`src/rtl/clock_div_pkg.sv`:
```
// Shared constants and divisor helpers for the programmable clock divider.
// Helpers work in a fixed 32-bit domain so channels of any WIDTH up to 31 can share them.
package clock_div_pkg;

  localparam int DEFAULT_WIDTH = 16;
  localparam int MAX_W         = 32;

  // A programmed divisor of 0 behaves as 1 (output held high, tick every cycle).
  function automatic logic [MAX_W-1:0] eff_div(input logic [MAX_W-1:0] d);
    return (d == '0) ? MAX_W'(1) : d;
  endfunction

  // High-phase length: ceil(D/2), so odd divisors spend the extra cycle high.
  function automatic logic [MAX_W-1:0] half_div(input logic [MAX_W-1:0] d);
    return (d + MAX_W'(1)) >> 1;
  endfunction

endpackage

```
`src/rtl/clock_div_channel.sv`:
```
// One divider channel: phase counter, staged/active divisor pair and registered outputs.
// Divisor changes are deferred to phase 0 so no period is ever truncated.
module clock_div_channel
  import clock_div_pkg::*;
#(
  parameter int WIDTH     = DEFAULT_WIDTH,
  parameter int RESET_DIV = 4
) (
  input  logic             clk,
  input  logic             reset,
  input  logic             enable,
  input  logic             sync,
  input  logic [WIDTH-1:0] div_in,
  input  logic             div_load,
  output logic             div_pending,
  output logic             clk_out,
  output logic             tick
);

  logic [WIDTH-1:0] r_phase;
  logic [WIDTH-1:0] r_active;
  logic [WIDTH-1:0] r_staged;
  logic             r_started;
  logic             r_pending;
  logic             r_clk;
  logic             r_tick;

  logic [MAX_W-1:0] w_d_act;
  logic [MAX_W-1:0] w_h_act;
  logic             w_wrap;
  logic             w_boundary;
  logic             w_high_next;
  logic [WIDTH-1:0] w_phase_inc;

  assign w_d_act     = eff_div(MAX_W'(r_active));
  assign w_h_act     = half_div(w_d_act);
  assign w_wrap      = (MAX_W'(r_phase) == (w_d_act - MAX_W'(1)));
  assign w_boundary  = !r_started || sync || w_wrap;
  assign w_phase_inc = r_phase + WIDTH'(1);
  assign w_high_next = ((MAX_W'(r_phase) + MAX_W'(1)) < w_h_act);

  always_ff @(posedge clk) begin
    if (reset) begin
      r_phase   <= '0;
      r_active  <= WIDTH'(RESET_DIV);
      r_staged  <= WIDTH'(RESET_DIV);
      r_started <= 1'b0;
      r_pending <= 1'b0;
      r_clk     <= 1'b0;
      r_tick    <= 1'b0;
    end else begin
      if (div_load) begin
        r_staged <= div_in;
      end
      if (enable) begin
        r_started <= 1'b1;
        if (w_boundary) begin
          // Phase 0 is always inside the high half since H >= 1 for any divisor.
          r_phase  <= '0;
          r_active <= r_staged;
          r_clk    <= 1'b1;
          r_tick   <= 1'b1;
        end else begin
          r_phase  <= w_phase_inc;
          r_clk    <= w_high_next;
          r_tick   <= 1'b0;
        end
      end else begin
        r_tick <= 1'b0;
      end
      // A load on a boundary edge stays pending: the older staged value is what got applied.
      if (div_load) begin
        r_pending <= 1'b1;
      end else if (enable && w_boundary) begin
        r_pending <= 1'b0;
      end
    end
  end

  assign div_pending = r_pending;
  assign clk_out     = r_clk;
  assign tick        = r_tick;

endmodule

```
`src/rtl/clock_divider_prog.sv`:
```
// Multi-channel programmable clock divider: one independent channel per divisor slice,
// with a shared enable and a shared sync that restarts every channel at phase 0.
module clock_divider_prog
  import clock_div_pkg::*;
#(
  parameter int CHANNELS  = 2,
  parameter int WIDTH     = DEFAULT_WIDTH,
  parameter int RESET_DIV = 4
) (
  input  logic                      clk,
  input  logic                      reset,
  input  logic                      enable,
  input  logic                      sync,
  input  logic [CHANNELS*WIDTH-1:0] div_in,
  input  logic [CHANNELS-1:0]       div_load,
  output logic [CHANNELS-1:0]       div_pending,
  output logic [CHANNELS-1:0]       clk_out,
  output logic [CHANNELS-1:0]       tick
);

  for (genvar g = 0; g < CHANNELS; g++) begin : g_ch
    clock_div_channel #(
      .WIDTH     (WIDTH),
      .RESET_DIV (RESET_DIV)
    ) u_ch (
      .clk         (clk),
      .reset       (reset),
      .enable      (enable),
      .sync        (sync),
      .div_in      (div_in[g*WIDTH +: WIDTH]),
      .div_load    (div_load[g]),
      .div_pending (div_pending[g]),
      .clk_out     (clk_out[g]),
      .tick        (tick[g])
    );
  end

endmodule

```
`config.mk`:
```
export PLATFORM = sky130hd
export DESIGN_NAME = clock_divider_prog
export DESIGN_NICKNAME = d
export VERILOG_FILES = /design/src/rtl/clock_div_pkg.sv /design/src/rtl/clock_div_channel.sv /design/src/rtl/clock_divider_prog.sv
export SDC_FILE = /design/constraint.sdc
export NUM_CORES = 1
export LEC_CHECK = 0
export CAP_MARGIN = 25
export CORE_MARGIN = 2
export CORE_UTILIZATION = 65
export CTS_BUF_LIST = sky130_fd_sc_hd__clkbuf_4 sky130_fd_sc_hd__clkbuf_8 sky130_fd_sc_hd__clkbuf_16
export CTS_CLUSTER_SIZE = 10
export DETAILED_ROUTE_END_ITERATION = 6
export GPL_ROUTABILITY_DRIVEN = 0
export PLACE_DENSITY_LB_ADDON = 0.2
export SLEW_MARGIN = 20
export SYNTH_ARGS = -nofsm -noshare
export SYNTH_HDL_FRONTEND = slang
export SYNTH_SLANG_ARGS = --single-unit
```
`constraint.sdc`:
```
create_clock -name clk -period 9.8 [get_ports clk]
set_input_delay 1.47 -clock clk [delete_from_list [all_inputs] [get_ports clk]]
set_output_delay 1.47 -clock clk [all_outputs]
set_load 0.01 [all_outputs]
```
==> results of run 1 <==
==> stage by stage <==
stage | hold slack (ps) | setup WS, ps | cells
CTS | 476 | 5540 | 989
global placement | 446 | 5710 | 973
detailed placement | 455 | 5610 | 973
global route | 508 | 5170 | 989
floorplan | 435 | 6320 | 865
finish | 468 | 5430 | 989
==> power by group <==
part / internal (W) / switching [W] / total, W
sequential: 0.000434 / 0.0000183 / 0.000452
combinational: 0.0000667 / 0.0000719 / 0.000139
clock: 0.000123 / 0.000165 / 0.000288
==> logic make-up after synthesis <==
| family | synth area share [%] |
|---|---|
| flops | 28.9 |
| buf+inv | 5.42 |
| mux | 9.16 |
| compound gates | 9.81 |
| fa+ha+maj | 6.46 |
| xor+xnor | 12.8 |
| simple gates | 27.4 |
==> state kept, by name, indices dropped and copies added (netlist names) <==
| signal | count |
|---|---|
| g_ch.u_ch.clk_out | 2 |
| g_ch.u_ch.div_pending | 2 |
| g_ch.u_ch.r_active | 32 |
| g_ch.u_ch.r_phase | 32 |
| g_ch.u_ch.r_staged | 32 |
| g_ch.u_ch.r_started | 1 |
| g_ch.u_ch.tick | 2 |
==> cell type report <==
class,instances,area (um2)
Inverter,12,45.0
Sequential cell,103,2060
Timing Repair Buffer,46,450
Multi-Input combinational cell,672,4690
Clock buffer,9,124
Tap cell,140,175
Fill cell,827,3160
Clock inverter,7,85.1
==> worst min-delay path by stage <==
stage               cells after the start                        end                      start  slack (ps)
floorplan                               2     g_ch[0].u_ch.r_started     g_ch[0].u_ch.r_started         440
global placement                        2     g_ch[0].u_ch.r_started     g_ch[0].u_ch.r_started         450
detailed placement                      2     g_ch[0].u_ch.r_started     g_ch[0].u_ch.r_started         450
CTS                                     2     g_ch[0].u_ch.r_started     g_ch[0].u_ch.r_started         480
global route                            2   g_ch[0].u_ch.div_pending   g_ch[0].u_ch.div_pending         510
finish                                  2  g_ch[1].u_ch.r_active[14]  g_ch[1].u_ch.r_staged[14]         470
==> cell usage in the layout, fill, tap and decap left out, types with 3 or more instances in the layout <==
master	netlist	routed
a211o_1	4	4
a21boi_0	3	3
a21o_1	6	6
a21oi_1	16	16
a31oi_1	7	7
and2_1	5	5
and3_1	13	13
and4_1	9	9
buf_4	6	4
clkbuf_8	0	9
clkdlybuf4s50_1	0	42
dfxtp_1	103	103
ha_1	36	36
inv_1	11	11
mux2i_1	63	63
nand2_1	63	63
nand2b_1	74	74
nand3_1	28	28
nand4_1	16	16
nand4b_1	3	3
nor2_1	81	81
nor2b_1	7	7
nor3_1	29	29
nor3b_1	4	4
nor4_1	15	15
o211ai_1	8	8
o21a_1	4	4
o21ai_0	22	22
o22ai_1	3	3
o31ai_1	5	5
or3_1	3	3
or4_1	4	4
xnor2_1	45	45
xor2_1	57	57
==> routing by layer <==
layer	global-route usage (%)	vias to the layer above	part of all wire, %
li1	-	2958	-
met1	40.6	2750	49
met2	40.2	206	42
met3	4.96	25	7.7
met4	8.42	0	1.5
met5	0	-	0
==> worst reg2reg max path: stages (launching register included) <==
cell	delay, ps
dfxtp_1	510
nor2_1	190
and3_1	260
a31oi_1	190
ha_1	260
nor3b_1	600
nand4_1	220
xnor2_1	290
o211a_1	200
nand4_1	200
o41ai_4	660
buf_4	450
mux2i_1	260
==> run_results.csv, run 1 <==
group,metric,value,unit
cts,cts_sinks,103,
place,place_area,7420,um2
critical_path,worstPathArrival,4680,ps
synth,synthesis.area,7130,um2
outcome,status,"finished clean",
cts,post_cts_resized,0,
power_and_ir_drop,power,0.000879,W
power_and_ir_drop,leakage,2.97,nW
synth,ys_types,67,
die,dieArea,11800,um2
cts,h-tree-depth,3,
layout,syn_to_final_growth,7.07,%
die,die-height,109,um
synth,netlist_top_cells_count,"dfxtp_1 (103), nor2_1 (81), nand2b_1 (74)",
critical_path,critPathKind,"register to register",
route,post_drt_wl_per_cell,15.5,um
cts,cts_hold_buf,0,
critical_path,cp_slowest_cell,"o41ai_4",
layout,drive_above_1_share,3.65,%
critical_path,start_kind,"register",
route,drt_iter0_drc,598,
synth,yosys_warnings,0,
layout,final_nets,918,
power_and_ir_drop,irDropWorstVdd,112,uV
route,drtAntennaViolNets,0,
job,cap_viol_max_count,0,
critical_path,rrSetupSlack,5430,ps
min_path,hold_path_class,"register to register",
synth,yosysSeqAreaShare,28.9,%
synth,syn_area_per_cell,8.24,um2
place,io_buffers,43,
layout,fin_area,7630,um2
critical_path,crit-reg2reg-capture,"g_ch[1].u_ch.r_active[11]",
synth,yosys.area.top_type,"dfxtp_1",
critical_path,crit_end,"g_ch[1].u_ch.r_active[11]",
critical_path,worstSetupEndpointType,"register",
timing,final.period_utilization,44.5,%
timing,slew_headroom,32.8,%
die,core_region_area,10800,um2
critical_path,path_max_fanout,22,
timing,hold_violations,0,
timing,fin_crit,4370,ps
global_route,grt_usage,27.4,%
synth,synth_nets,939,
synth,yosysMostFrequentCell,"dfxtp_1",
timing,timing.fmax,0.229,GHz
timing,setup_violations,0,
synth,synthArstFlopShare,0,%
critical_path,path_cells,"nor2_1 -> and3_1 -> a31oi_1 -> ha_1 -> nor3b_1 -> nand4_1 -> xnor2_1 -> o211a_1 -> nand4_1 -> o41ai_4 -> buf_4 -> mux2i_1",
global_route,grt_start_max_net_pins,91,
synth,ys_ff_latch,103,
synth,yosys.area.top_type_share,28.9,%
cts,cts_root_buf,"clkbuf_8",
critical_path,crit_family,"simple AND/OR/NAND/NOR gates",
route,dr.pass1.iters,5,
layout,n_antenna_cell,0,
critical_path,path_common_cell,"nand4_1",
die,num_rows,38,
cts,cts_setup_buffers,0,
route,vias,5939,
synth,synthCells,865,
timing,slew_viol_final,0,
cts,cts_tree,"done",
critical_path,r2r-start,"g_ch[1].u_ch.r_active[4]",
cts,clk_pin_slew,110,ps
global_route,grt_pass1_wl,25.8,mm
global_route,grt_overflow,0,
place,hpwlAfterDp,11.4,mm
route,drc,0,
cts,cts_buffers,9,
timing,timing.setup.tns,0,ps
critical_path,path_depth,12,
route,routed_via_density,6.01,
global_route,grt_pass1_vias,5426,
synth,synth_edf_count,0,
synth,synthFlopType,"dfxtp_1",
timing,clock_skew,13.1,ps
die,chipWidth,109,um
layout,post-route-util,70.7,%
synth,synth_area_leaders,"dfxtp_1 (29%), mux2i_1 (8.8%), xor2_1 (7.0%), nand2b_1 (6.5%), ha_1 (6.3%)",
die,initial_core_util,66.0,%
power_and_ir_drop,powerDensity,115,nW/um2
timing,tightest_slew,999,ps
die,io-pin-count,44,
cts,clock_path_buffers,2,
route,routed_wirelength,15.4,mm
critical_path,path_buf_inv,1,
timing,rsz0062_at_grt,"no",
critical_path,required,10110,ps
cts,clkLatencyLatePin,390,ps
critical_path,rr_worst_depth,12,
critical_path,max_stage_delay,660,ps
critical_path,crit_path_start,"g_ch[1].u_ch.r_active[4]",
global_route,antenna_found_initial,0,
No activity file was read; power rests on OpenSTA's default activity.
==> run 2, diff against run 1 <==
- CORE_UTILIZATION: 65 -> 61
- clock period: 9.8 -> 4.5 ns (I/O delays scaled with it)
==> run_results.csv, run 2 (synthesized netlist as in run 1, its figures left out) <==
group,metric,value,unit
cts,clk_pin_slew,70,ps
critical_path,worstPathArrival,4290,ps
global_route,grt_pass1_wl,26.1,mm
power_and_ir_drop,power.internal,0.00154,W
route,routed_via_density,5.98,
critical_path,cp_slowest_cell,"nor3_1",
timing,slew_viol_final,0,
timing,fin_crit,4010,ps
die,num_rows,39,
cts,cts_root_buf,"clkbuf_16",
min_path,hold_path_class,"register to register",
place,placed_cells,979,
global_route,grt_pass1_vias,5399,
power_and_ir_drop,seqPwrFrac,46.9,%
place,io_buffers,43,
critical_path,start_kind,"register",
layout,final_nets,921,
layout,reg_top3,"g_ch.u_ch.r_active x32, g_ch.u_ch.r_phase x32, g_ch.u_ch.r_staged x32",
critical_path,worstSetupEndpointType,"register",
layout,fin_cells,994,
critical_path,path_max_fanout,18,
die,dieArea,12600,um2
timing,setup_violations,0,
die,die-height,112,um
global_route,grt_usage,25.1,%
route,dr.pass1.iters,5,
layout,regArea,2060,um2
layout,layout.cells.most_common_list,"dfxtp_1 (103), nor2_1 (81), nand2b_1 (74)",
cts,post_cts_resized,0,
power_and_ir_drop,power_switching,0.000555,W
die,core_region_area,11400,um2
power_and_ir_drop,powerDensity,270,nW/um2
power_and_ir_drop,power,0.00210,W
power_and_ir_drop,irDropWorstVdd,308,uV
route,drc,0,
cts,h-tree-depth,3,
route,vias,5946,
layout,drive_above_1_share,3.88,%
cts,cts_setup_buffers,0,
die,chipWidth,112,um
cts,cts_buffers,9,
timing,timing.setup.tns,0,ps
critical_path,max_stage_delay,700,ps
layout,layout_commonest_cell,"dfxtp_1",
layout,multi_input_area,4690,um2
timing,clock_skew,6.39,ps
timing,hold_violations,0,
cts,clock_path_buffers,2,
layout,fillCellCount,941,
timing,slew_headroom,35.3,%
timing,rsz0062_at_grt,"no",
global_route,grt_start_max_net_pins,93,
power_and_ir_drop,leakage,3.03,nW
job,cap_viol_max_count,0,
layout,n_antenna_cell,0,
cts,cts_hold_buf,0,
timing,tightest_slew,968,ps
cts,cts_tree,"done",
critical_path,critPathKind,"register to register",
layout,syn_to_final_growth,8.95,%
critical_path,path_cells,"nor3_1 -> and4_1 -> a21oi_1 -> ha_1 -> nor3b_1 -> a311oi_1 -> a41oi_1 -> nor4_1 -> nand4_2 -> o31ai_4 -> buf_12 -> mux2i_1",
cts,clkLatencyLatePin,350,ps
cts,cts_sinks,103,
route,post_drt_wl_per_cell,15.8,um
power_and_ir_drop,clock_power_share,38.6,%
timing,final.period_utilization,89.1,%
route,routed_wirelength,15.7,mm
die,io-pin-count,44,
route,drt_iter0_drc,549,
route,drtAntennaViolNets,0,
timing,timing.fmax,0.249,GHz
power_and_ir_drop,p_sw_share,26.5,%
global_route,antenna_found_initial,0,
power_and_ir_drop,power_frac_comb,14.5,%
critical_path,required,4780,ps
global_route,grt_overflow,0,
die,initial_core_util,62.4,%
place,hpwlAfterDp,11.5,mm
outcome,status,"finished clean",
run 2: cell count changes in the layout (fill, tap and decap cells not counted), sizes merged:
| cell | before | now |
|---|---|---|
| clkbuf | 9 | 10 |
| inv | 15 | 13 |
| buf | 4 | 7 |
run 2: path summary, 6_finish.rpt:
path                                 start  slack (ps)                        to  depth (start not counted)
setup / recovery  g_ch[0].u_ch.r_active[4]         490  g_ch[0].u_ch.r_active[4]                         12
setup reg to reg  g_ch[0].u_ch.r_active[4]         490  g_ch[0].u_ch.r_active[4]                         12
hold / removal      g_ch[0].u_ch.r_started         470    g_ch[0].u_ch.r_started                          2
hold reg to reg     g_ch[0].u_ch.r_started         470    g_ch[0].u_ch.r_started                          2
run 2: routing by layer:
metal  up-vias  GRT usage (%)  routed length, um
li1       2953              -                  -
met3        22           5.51               1200
met2       217           37.5               6720
met5         -              0                  0
met1      2754           37.0               7550
met4         0           6.02                195
run 2: final cells by class:
type	instances	share of cell area, %
clock buffer	10	3.08
clock inverter	5	0.838
inverter	12	0.580
multi-input combinational	672	60.4
sequential	103	26.6
tap	143	2.30
timing repair buffer	49	6.25
run 2: critical path, delay by kind of cell, from the launching register on:
family	cells	cell delay, ps
adder cells (fa/ha/maj)	1	240
buffers and inverters	1	240
AND/OR/NAND/NOR	5	1890
multiplexers	1	200
AO/OA/AOI/OAI	4	940
flip-flops	1	420
run 2: metrics by stage:
stage	setup slack, ps	util [%]	hold slack [ps]	instance area, um2
3_3_place_gp	782	65.4	447	7460
2_1_floorplan	1020	-	435	7130
3_5_place_dp	571	65.4	461	7460
6_report	492	68.0	475	7770
5_1_grt	152	68.0	484	7770
4_1_cts	546	68.0	474	7770
run 2: power groups by stage:
stage	Combinational [W]	Clock (W)	Sequential [W]
global route	0.000333	0.000856	0.000991
CTS	0.000302	0.000825	0.000984
finish	0.000303	0.000810	0.000985
global placement	0.000291	0	0.00100
detailed placement	0.000300	0	0.00101
floorplan	0.000241	0	0.000978
==> run 3, diff against run 2 <==
- CORE_MARGIN: 2 -> 10
- SKIP_CTS_REPAIR_TIMING: default -> 1
==> run_results.csv, run 3 (synthesized netlist as in run 1, its figures left out) <==
group,metric,value,unit
layout,layout.cells.most_common_list,"dfxtp_1 (103), nor2_1 (81), nand2b_1 (74)",
outcome,status,"finished clean",
timing,final.period_utilization,88.2,%
die,initial_core_util,62.4,%
layout,reg_top3,"g_ch.u_ch.r_active x32, g_ch.u_ch.r_phase x32, g_ch.u_ch.r_staged x32",
timing,timing.fmax,0.252,GHz
layout,drive_above_1_share,3.99,%
cts,clk_pin_slew,80,ps
critical_path,rrSetupSlack,530,ps
route,dr.pass1.iters,5,
cts,clkLatencyLatePin,350,ps
job,cap_viol_max_count,0,
critical_path,critPathKind,"register to register",
timing,hold_violations,0,
cts,cts_sinks,103,
power_and_ir_drop,powerDensity,266,nW/um2
critical_path,start_kind,"register",
global_route,antenna_found_initial,0,
die,die-height,128,um
critical_path,path_max_fanout,18,
timing,fin_crit,3970,ps
layout,fin_area,7750,um2
cts,clock_path_buffers,2,
timing,clock_skew,9.24,ps
global_route,grt_overflow,0,
power_and_ir_drop,irDropWorstVdd,214,uV
power_and_ir_drop,leakage,3.03,nW
timing,slew_viol_final,0,
die,dieArea,16400,um2
critical_path,worstSetupEndpointType,"register",
layout,fillCellCount,943,
min_path,hold_path_class,"register to register",
route,vias,5960,
die,io-pin-count,44,
route,drt_iter0_drc,467,
layout,n_antenna_cell,0,
critical_path,required,4770,ps
layout,syn_to_final_growth,8.67,%
cts,cts_buffers,9,
route,drc,0,
place,io_buffers,43,
global_route,grt_pass1_vias,5719,
timing,slew_headroom,36.1,%
cts,cts_root_buf,"clkbuf_16",
route,routed_wirelength,16.1,mm
place,hpwlAfterDp,11.9,mm
cts,h-tree-depth,3,
route,post_drt_wl_per_cell,16.2,um
layout,multi_input_area,4690,um2
global_route,grt_usage,19.7,%
layout,final_nets,921,
global_route,grt_pass1_wl,27.3,mm
critical_path,worstPathArrival,4240,ps
layout,regArea,2060,um2
timing,rsz0062_at_grt,"no",
cts,cts_tree,"done",
die,chipWidth,128,um
route,routed_via_density,5.99,
die,num_rows,39,
die,core_region_area,11400,um2
timing,tightest_slew,955,ps
timing,setup_violations,0,
layout,layout_commonest_cell,"dfxtp_1",
route,drtAntennaViolNets,0,
timing,timing.setup.tns,0,ps
place,place_area,7460,um2
global_route,grt_start_max_net_pins,90,
-- run 3: worst paths after layout --
check / startpoint / endpoint / cells past startpoint
max: g_ch[0].u_ch.r_active[8] / g_ch[0].u_ch.r_active[13] / 12
max reg2reg: g_ch[0].u_ch.r_active[8] / g_ch[0].u_ch.r_active[13] / 12
min reg2reg: g_ch[1].u_ch.r_staged[5] / g_ch[1].u_ch.r_active[5] / 2
min: g_ch[1].u_ch.r_staged[5] / g_ch[1].u_ch.r_active[5] / 2
-- run 3: metal layers --
layer | vias to the layer above | wire (um) | GRT usage (%) | share of wire (%)
li1 | 2961 | - | - | -
met1 | 2754 | 7790 | 27.7 | 48
met2 | 220 | 6760 | 28.8 | 42
met3 | 25 | 1290 | 4.80 | 8.0
met4 | 0 | 238 | 6.23 | 1.5
met5 | - | 0 | 0 | 0
-- run 3: stage by stage --
stage | worst slack [ps] | std cells | power, W | hold slack [ps] | utilization (%)
4_1_cts | 536 | 995 | 0.00207 | 478 | 67.8
3_5_place_dp | 574 | 979 | 0.00131 | 465 | 65.4
5_1_grt | 203 | 995 | 0.00214 | 504 | 67.8
2_1_floorplan | 1020 | 865 | 0.00122 | 435 | -
3_3_place_gp | 760 | 979 | 0.00130 | 448 | 65.4
6_report | 532 | 995 | 0.00206 | 476 | 67.8
-- run 3: layout make-up --
cell class                 count  share of cell area [%]
clock buffer                  10                    3.00
multi-input combinational    672                    60.6
clock inverter                 6                   0.662
timing repair buffer          49                    6.27
tap                          143                    2.31
sequential                   103                    26.6
inverter                      12                   0.581
-- run 3: power by group --
group	total (W)	leakage [nW]	internal (W)	switching, W
clock	0.000771	0.143	0.000392	0.000379
combinational	0.000305	2.05	0.000148	0.000157
sequential	0.000985	0.841	0.000944	0.0000406
-- run 3: worst max-delay path: stages (launching register included) --
cell and delay (ps):
dfxtp_1 530, nor3_1 200, and4_1 270, a21oi_1 180
ha_1 200, nor3b_1 680, and3_1 260, a41oi_1 110
nor4_1 330, nand4_2 200, o31ai_4 460, buf_12 240
mux2i_1 210
==> edit, RTL diff (flow settings as in run 1) <==
Change the package constant `DEFAULT_WIDTH` from 16 to 20.
--- a/src/rtl/clock_div_pkg.sv
+++ b/src/rtl/clock_div_pkg.sv
@@ -4,3 +4,3 @@
 
-  localparam int DEFAULT_WIDTH = 16;
+  localparam int DEFAULT_WIDTH = 20;
   localparam int MAX_W         = 32;
Interface: changed (resized div_in); port bits go from 44 to 52. The function was not compared with the original's and may differ.
==> edit against run 1 <==
Synthesized area up 18%; critical path depth up 7; sequential cell count rose by 24; hold slack worse by 8.6 ps; core utilization up 2.9 points; setup slack worse by 52 ps; power grew 54%; largest power group is now the clock network; routed wire length increased by 35%; largest cell class unchanged; cell area rose by 22%.
==> edit: results (changes against run 1) <==
\begin{tabular}{lr}
\hline
Metric & Value \\
\hline
\multicolumn{2}{l}{\textbf{Global route}} \\
\quad Maximum number of pins on one net before global-route repair & 71 (-22\%) \\
\quad Met3 Use GR & 0.05959 (+0.009982) \\
\quad Met1 Use GR & 0.3311 (-0.07483) \\
\quad Met2 usage & 0.5334 (+0.1316) \\
\multicolumn{2}{l}{\textbf{Cells and area}} \\
\quad Inverters, non-clock & 16 (+4) \\
\quad Clock buf/inv share & 0.06410 (+0.03672) \\
\quad Fill cell instance count of the final layout & 972 (+18\%) \\
\quad Registers with the highest flip-flop counts & g\_ch.u\_ch.r\_active (40), g\_ch.u\_ch.r\_phase (40), g\_ch.u\_ch.r\_staged (40) \\
\quad Fraction of layout cells with a size suffix above 1 & 0.07795 (+0.04144) \\
\quad Buffers outside the clock class & 58 (+26\%) \\
\multicolumn{2}{l}{\textbf{Setup path}} \\
\quad Arrival time of the worst setup path & 4750 ps (+70 ps) \\
\quad Endpoint of the worst-slack reg-to-reg timing path & g\_ch[1].u\_ch.clk\_out \\
\quad Number of cell instances on the worst register-to-register path & 19 (+7) \\
\multicolumn{2}{l}{\textbf{Power}} \\
\quad Worst vdd ir & 132.4 uV (+18\%) \\
\quad Total leakage power & 3.790 nW (+28\%) \\
\multicolumn{2}{l}{\textbf{Timing}} \\
\quad Final Skew & 8.946 ps (-4.136 ps) \\
\multicolumn{2}{l}{\textbf{Drt}} \\
\quad Detail-routed via count per cell & 6.283 (+4.6\%) \\
\quad Number of DRC markers after the initial detailed-route iteration & 570 (-4.7\%) \\
\quad Met3 wire length & 996 um (-16\%) \\
\quad Number of detailed-route iterations in the first pass & 6 (+1) \\
\multicolumn{2}{l}{\textbf{CTS}} \\
\quad Number of clock sinks & 127 (+23\%) \\
\quad Clk\_lat worst skew & 420 ps (+30 ps) \\
\quad Number of H-tree levels & 4 (+1) \\
\multicolumn{2}{l}{\textbf{Run status}} \\
\quad Status & completed \\
\multicolumn{2}{l}{\textbf{Placement}} \\
\quad Count of input and output buffers & 51 (+19\%) \\
\hline
\end{tabular}
edit: changes by cell type after synthesis, sizes merged, moves of 8 or more:
| cell | before | now |
|---|---|---|
| a21o | 6 | 14 |
| a22o | 2 | 18 |
| a32o | 1 | 33 |
| and3 | 13 | 21 |
| buf | 21 | 35 |
| dfxtp | 103 | 127 |
| ha | 36 | 44 |
| nand2b | 74 | 6 |
| nand3 | 28 | 57 |
| nand4 | 17 | 27 |
| nor2 | 81 | 106 |
| nor3 | 29 | 21 |
| xnor2 | 45 | 60 |
| xor2 | 57 | 49 |
edit: logic make-up (layout without fill, tap and decap cells):
kind of cell	Yosys count	in the layout	share of synthesized area
mux	68	68	0.08136
compound gates	151	151	0.1392
fa+ha+maj	44	44	0.06556
simple gates	370	370	0.2310
buf+inv	105	106	0.06646
xor+xnor	109	109	0.1137
flops	127	127	0.3028
edit: metrics by stage:
step / hold slack (ps) / area (um2) / worst slack (ps) / total power [mW] / cells
after floorplan: 427.0 / 8397 / 6059 / 0.6801 / 974
after global placement: 440.1 / 8681 / 5561 / 0.7203 / 1114
after detailed placement: 446.9 / 8696 / 5461 / 0.7227 / 1115
after CTS: 460.9 / 9291 / 5439 / 1.360 / 1147
after global routing: 501.5 / 9291 / 4942 / 1.399 / 1147
final: 459.4 / 9291 / 5382 / 1.355 / 1147
edit: power by group:
part / internal [mW] / total, mW / leakage, nW / switching, mW
Sequential: 0.534 / 0.559 / 1.04 / 0.0245
Combinational: 0.0723 / 0.157 / 2.46 / 0.0850
Clock: 0.392 / 0.638 / 0.294 / 0.246
Total: 0.999 / 1.35 / 3.79 / 0.356
